--- src/rtl/dex_pkg.sv ---
// ============================================================================
// Module : dex_pkg
// Brief  : Shared types and constants for the decode/execute pipeline register.
// Rev    : 1.0  initial release
// ============================================================================
`default_nettype none

package dex_pkg;

    localparam int DEX_XLEN = 64;
    localparam int DEX_REGW = 5;

    localparam logic [1:0] ALUOP_ADD    = 2'b00;
    localparam logic [1:0] ALUOP_BRANCH = 2'b01;
    localparam logic [1:0] ALUOP_RTYPE  = 2'b10;
    localparam logic [1:0] ALUOP_ITYPE  = 2'b11;

    typedef struct packed {
        logic       branch;
        logic       memread;
        logic       memtoreg;
        logic       memwrite;
        logic       regwrite;
        logic       alusrc;
        logic [1:0] aluop;
    } dex_ctrl_t;

    typedef struct packed {
        logic [DEX_XLEN-1:0] pc;
        logic [DEX_XLEN-1:0] imm;
        logic [DEX_XLEN-1:0] rdata1;
        logic [DEX_XLEN-1:0] rdata2;
        logic [DEX_REGW-1:0] rs1;
        logic [DEX_REGW-1:0] rs2;
        logic [DEX_REGW-1:0] rd;
        logic [3:0]          funct4;
        dex_ctrl_t           ctrl;
    } dex_payload_t;

    localparam int DEX_PAYLOAD_W = $bits(dex_payload_t);

endpackage

`default_nettype wire

--- src/rtl/dex_entry.sv ---
// ============================================================================
// Module : dex_entry
// Brief  : One pipeline slot: a valid bit plus a flat payload, with load/clear.
// Rev    : 1.0  initial release
// ============================================================================
`default_nettype none

module dex_entry #(
    parameter int W = 8
) (
    input  logic         clk,
    input  logic         reset,
    input  logic         i_load,
    input  logic         i_clear,
    input  logic [W-1:0] i_data,
    output logic         o_valid,
    output logic [W-1:0] o_data
);

    logic         r_valid;
    logic [W-1:0] r_data;

    // Clear wins over load so a flush can never be overridden by new data.
    always_ff @(posedge clk) begin
        if (reset || i_clear) begin
            r_valid <= 1'b0;
            r_data  <= '0;
        end else if (i_load) begin
            r_valid <= 1'b1;
            r_data  <= i_data;
        end
    end

    assign o_valid = r_valid;
    assign o_data  = r_data;

endmodule

`default_nettype wire

--- src/rtl/decode_execute_pipe.sv ---
// ============================================================================
// Module : decode_execute_pipe
// Brief  : Decode->execute valid/ready pipeline register; DEX_SKID_EN adds a
//          skid entry so in_ready comes straight from a flop.
// Rev    : 1.0  initial release
// ============================================================================
`default_nettype none

module decode_execute_pipe
    import dex_pkg::*;
#(
    parameter int XLEN = 64,
    parameter int REGW = 5
) (
    input  logic            clk,
    input  logic            reset,
    input  logic            in_valid,
    output logic            in_ready,
    input  logic [XLEN-1:0] in_pc,
    input  logic [XLEN-1:0] in_imm,
    input  logic [XLEN-1:0] in_rdata1,
    input  logic [XLEN-1:0] in_rdata2,
    input  logic [REGW-1:0] in_rs1,
    input  logic [REGW-1:0] in_rs2,
    input  logic [REGW-1:0] in_rd,
    input  logic [3:0]      in_funct4,
    input  dex_ctrl_t       in_ctrl,
    input  logic            flush,
    output logic            out_valid,
    input  logic            out_ready,
    output logic [XLEN-1:0] out_pc,
    output logic [XLEN-1:0] out_imm,
    output logic [XLEN-1:0] out_rdata1,
    output logic [XLEN-1:0] out_rdata2,
    output logic [REGW-1:0] out_rs1,
    output logic [REGW-1:0] out_rs2,
    output logic [REGW-1:0] out_rd,
    output logic [3:0]      out_funct4,
    output dex_ctrl_t       out_ctrl,
    output logic [31:0]     stall_cnt
);

    localparam int PW = 4*XLEN + 3*REGW + 4 + $bits(dex_ctrl_t);

    logic [PW-1:0] w_in_vec;
    logic [PW-1:0] w_m_d;
    logic [PW-1:0] w_m_q;
    logic          w_m_valid;
    logic          w_m_load;
    logic          w_m_clear;
    logic          w_accept;
    logic          w_handoff;
    dex_ctrl_t     w_q_ctrl;
    logic [31:0]   r_stall_cnt;

    assign w_in_vec = {in_pc, in_imm, in_rdata1, in_rdata2,
                       in_rs1, in_rs2, in_rd, in_funct4, in_ctrl};

    assign w_handoff = w_m_valid && out_ready;
    assign w_accept  = in_valid && in_ready;

`ifdef DEX_SKID_EN
    logic [PW-1:0] w_s_q;
    logic          w_s_valid;
    logic          w_s_load;
    logic          w_s_clear;

    assign in_ready = !w_s_valid;

    // The skid refills the main slot first; new data only lands in main when
    // the skid is empty and main is free or draining this cycle.
    assign w_m_d     = w_s_valid ? w_s_q : w_in_vec;
    assign w_m_load  = !flush && ((w_s_valid && w_handoff) ||
                                  (!w_s_valid && w_accept && (!w_m_valid || w_handoff)));
    assign w_m_clear = flush || (w_handoff && !w_m_load);
    assign w_s_load  = !flush && !w_s_valid && w_accept && w_m_valid && !out_ready;
    assign w_s_clear = flush || (w_s_valid && w_handoff);

    dex_entry #(.W(PW)) u_skid (
        .clk     (clk),
        .reset   (reset),
        .i_load  (w_s_load),
        .i_clear (w_s_clear),
        .i_data  (w_in_vec),
        .o_valid (w_s_valid),
        .o_data  (w_s_q)
    );
`else
    assign in_ready  = !w_m_valid || out_ready;
    assign w_m_d     = w_in_vec;
    assign w_m_load  = !flush && w_accept;
    assign w_m_clear = flush || (w_handoff && !w_accept);
`endif

    dex_entry #(.W(PW)) u_main (
        .clk     (clk),
        .reset   (reset),
        .i_load  (w_m_load),
        .i_clear (w_m_clear),
        .i_data  (w_m_d),
        .o_valid (w_m_valid),
        .o_data  (w_m_q)
    );

    assign {out_pc, out_imm, out_rdata1, out_rdata2,
            out_rs1, out_rs2, out_rd, out_funct4, w_q_ctrl} = w_m_q;

    // A bubble must never carry write enables downstream.
    assign out_ctrl  = w_m_valid ? w_q_ctrl : '0;
    assign out_valid = w_m_valid;

    always_ff @(posedge clk) begin
        if (reset) begin
            r_stall_cnt <= '0;
        end else if (w_m_valid && !out_ready && !flush && (r_stall_cnt != 32'hFFFF_FFFF)) begin
            r_stall_cnt <= r_stall_cnt + 32'd1;
        end
    end

    assign stall_cnt = r_stall_cnt;

endmodule

`default_nettype wire

--- config.mk ---
export PLATFORM = sky130hd
export DESIGN_NAME = decode_execute_pipe
export DESIGN_NICKNAME = d
export VERILOG_FILES = /design/src/rtl/dex_pkg.sv /design/src/rtl/dex_entry.sv /design/src/rtl/decode_execute_pipe.sv
export SDC_FILE = /design/constraint.sdc
export NUM_CORES = 1
export LEC_CHECK = 0
export CAP_MARGIN = 20
export CORE_AREA = 5 5 232 234
export DETAILED_ROUTE_END_ITERATION = 10
export DIE_AREA = 0 0 237 239
export RECOVER_POWER = 25
export SLEW_MARGIN = 25
export SYNTH_ARGS = -nofsm -noshare
export SYNTH_HDL_FRONTEND = slang
export SYNTH_SLANG_ARGS = --single-unit
--- constraint.sdc ---
create_clock -name clk -period 4.4 [get_ports clk]
set_input_delay 0.88 -clock clk [delete_from_list [all_inputs] [get_ports clk]]
set_output_delay 0.88 -clock clk [all_outputs]
set_load 0.03 [all_outputs]
==> results_dict.tcl <==
set metrics [dict create \
    clockBufferDepth 3 \
    clk_latency_ps 540 \
    yosys.area.top_type "dfxtp_1" \
    path_clk_slew_ps 60 \
    ff_latch_area_sq_um 6330 \
    critical_path.cell_chain "dlygate4sd3_1 > nand2_1 > o21ai_0 > clkbuf_2 > a21oi_1" \
    cts_tree "built" \
    layout_common_cells "599 x clkdlybuf4s50_1, 579 x nand2_1, 316 x dfxtp_1, 290 x a21oi_1, 41 x clkbuf_16" \
    violations "capacitance limit, slew limit" \
    worst-setup-path-type "input port to register" \
    crit_buf_inv 2 \
    p_leak_uw 0.00657 \
    initial_utilization_pct 26.0 \
    ios 605 \
    dp_slack_ps 1050 \
    required_ps 4700 \
    ant_nets 0 \
    timing.fmax_ghz 0.289 \
    gp_congestion 0.822 \
    drtPass1Iterations 5 \
    grt_pass1_wl_mm 65.0 \
    antenna_found_initial 4 \
    drt_iter0_drc 480 \
    synth_top_area_share_pct 47.0 \
    syn-cell-area_sq_um 13500 \
    port_buffers 604 \
    postCtsSetupBuffers 0 \
    outcome "complete, but fails checks" \
    synth-seq-cells 316 \
    cp_top_family "buffers and inverters" \
    post-dp-hpwl_mm 31.0 \
    fillers 5303 \
    rows 84 \
    avgSynthCellArea_sq_um 7.82 \
    yosysUniqueCellTypes 42 \
    slew_viol_final 108 \
    cts_buffers 38 \
    overflow 0 \
    relSlewSlack_pct -51.9 \
    syn-instance-count 1722 \
    crit_arrival_ps 3770 \
    grt_max_degree 178 \
    wl_mm 43.1 \
    cellPowerDensity_nw_per_um2 355 \
    multi_input_area_sq_um 4630 \
    cts_root_buffer "clkbuf_16" \
    tightest_slew_ps 2280 \
    seq_area_frac_synth_pct 47.0 \
    crit_slowest_cell "clkbuf_2" \
    dieWidth_um 237 \
    layout-drive-gt1-share_pct 4.24 \
    finalHoldViolations 0 \
    start_kind "input port" \
    placed_area_sq_um 18100 \
    crit_fanout 107 \
    hold_path_class "register to register" \
    synth_edf_count 0 \
    wl_per_cell_um 15.8 \
    final_common_cell "clkdlybuf4s50_1" \
    area_growth_pct 43.6 \
    synthTopCellsByArea "dfxtp_1 47%, nand2_1 16%, buf_4 15%" \
    htreeDepth 2 \
    die-area_sq_um 56600 \
    vias 11700 \
    yosys_warnings 0 \
    ir_worst_vdd_mv 0.274 \
    setup_tns_ps 0 \
    final_core_util_pct 37.3 \
    synth-main-ff-cell "dfxtp_1" \
    ctsHoldBuffers 0 \
    numClockSinks 316 \
    die_y_um 239 \
    syn-num-nets 2011 \
    ff2ff_setup_slack_ps 1160 \
    rsz0062_at_grt "no" \
    fin_area_sq_um 19300 \
    period_needed_ps 3460 \
    grt_pass1_vias 11400 \
    cp-end-kind "register" \
    total_power_uw 6870 \
    route.detailed.drc 0 \
    core_sq_um 51800 \
    ctsResizeCount 0 \
    fin_nets 2288 \
    cap_violations 1 \
    vias_per_cell 4.31 \
    fin_crit_sh_pct 78.7 \
    synthArstFlopShare_pct 0 \
    grt_usage_pct 14.1 \
    clock_skew_ps 16.5 \
    setup_slack_ps 936 \
    max_stage_delay_ps 1600 \
    finalSetupViolations 0 \
]
-- through the flow --
stage | hold slack [ps] | std cells
after floorplan | 432 | 1722
after global placement | 441 | 2647
after detailed placement | 445 | 2647
after CTS | 454 | 2716
after global routing | 466 | 2717
final | 451 | 2717
-- state kept, by name, summed over array words and instances, names as in the netlist --
name            cells
stall_cnt          32
u_main.o_valid      1
u_main.o_data     283
-- area by class of cell --
| cell class | count | area share [%] |
|---|---|---|
| repair buffers | 619 | 32.1 |
| well taps | 688 | 4.45 |
| inverters | 3 | 0.0582 |
| clock buffers | 58 | 6.05 |
| multi-input cells | 1021 | 24.0 |
| diodes | 1 | 0.0129 |
| flip-flops and latches | 316 | 32.7 |
| clock inverters | 11 | 0.615 |
-- worst reg2reg max path, stage by stage, from the launching register on --
cell      delay (ps)
dfxtp_1          670
nand2_1           80
o21ai_0          380
clkbuf_2        1600
a21oi_1          280
-- kinds of logic (layout without fill, tap and decap cells) --
| logic type | Yosys count | count (layout) | share of synthesized area, % |
|---|---|---|---|
| simple gates | 685 | 685 | 20.7 |
| fa+ha+maj | 1 | 1 | 0.0929 |
| compound gates | 308 | 308 | 11.8 |
| flops | 316 | 316 | 47.0 |
| buf+inv | 385 | 691 | 18.5 |
| other cells | 0 | 1 | 0 |
| mux | 11 | 11 | 0.911 |
| xor+xnor | 16 | 16 | 1.04 |
-- path summary, 6_finish.rpt --
| kind | cells past startpoint | start | to |
|---|---|---|---|
| hold reg to reg | 2 | u_main.o_data[30] | u_main.o_data[30] |
| hold / removal | 2 | u_main.o_data[30] | u_main.o_data[30] |
| setup reg to reg | 4 | u_main.o_valid | u_main.o_data[124] |
| setup / recovery | 5 | out_ready | u_main.o_data[124] |
-- per-layer routing --
layer / up-vias / GRT usage, % / share of wire (%)
li1: 5816 / - / -
met1: 5417 / 16.1 / 39
met2: 391 / 24.4 / 49
met3: 74 / 5.20 / 8.5
met4: 4 / 4.65 / 2.8
met5: - / 0 / 0.049
-- where the power goes --
group	leakage [uW]	switching (uW)	total [uW]	internal, uW
Sequential	0.00256	29.2	2950	2920
Combinational	0.00337	374	748	374
Clock	0.000634	1220	3170	1960
-- synthesized netlist by cell type, types with 3 or more instances --
cell      count
buf_1        13
buf_4       277
dfxtp_1     316
nor2_1       33
and2_1        8
xnor2_1      16
a31oi_1       4
nor3_1        3
a211oi_1      4
and4_1        3
nand4_1      10
nor2b_1      10
inv_1         3
and3_1       10
mux2_2        9
nand3_1      12
nor4_1        5
a21oi_1     290
nand2_1     579
or3_1         3
clkbuf_1     89
Note: power is estimated with default switching activity, not from simulation.
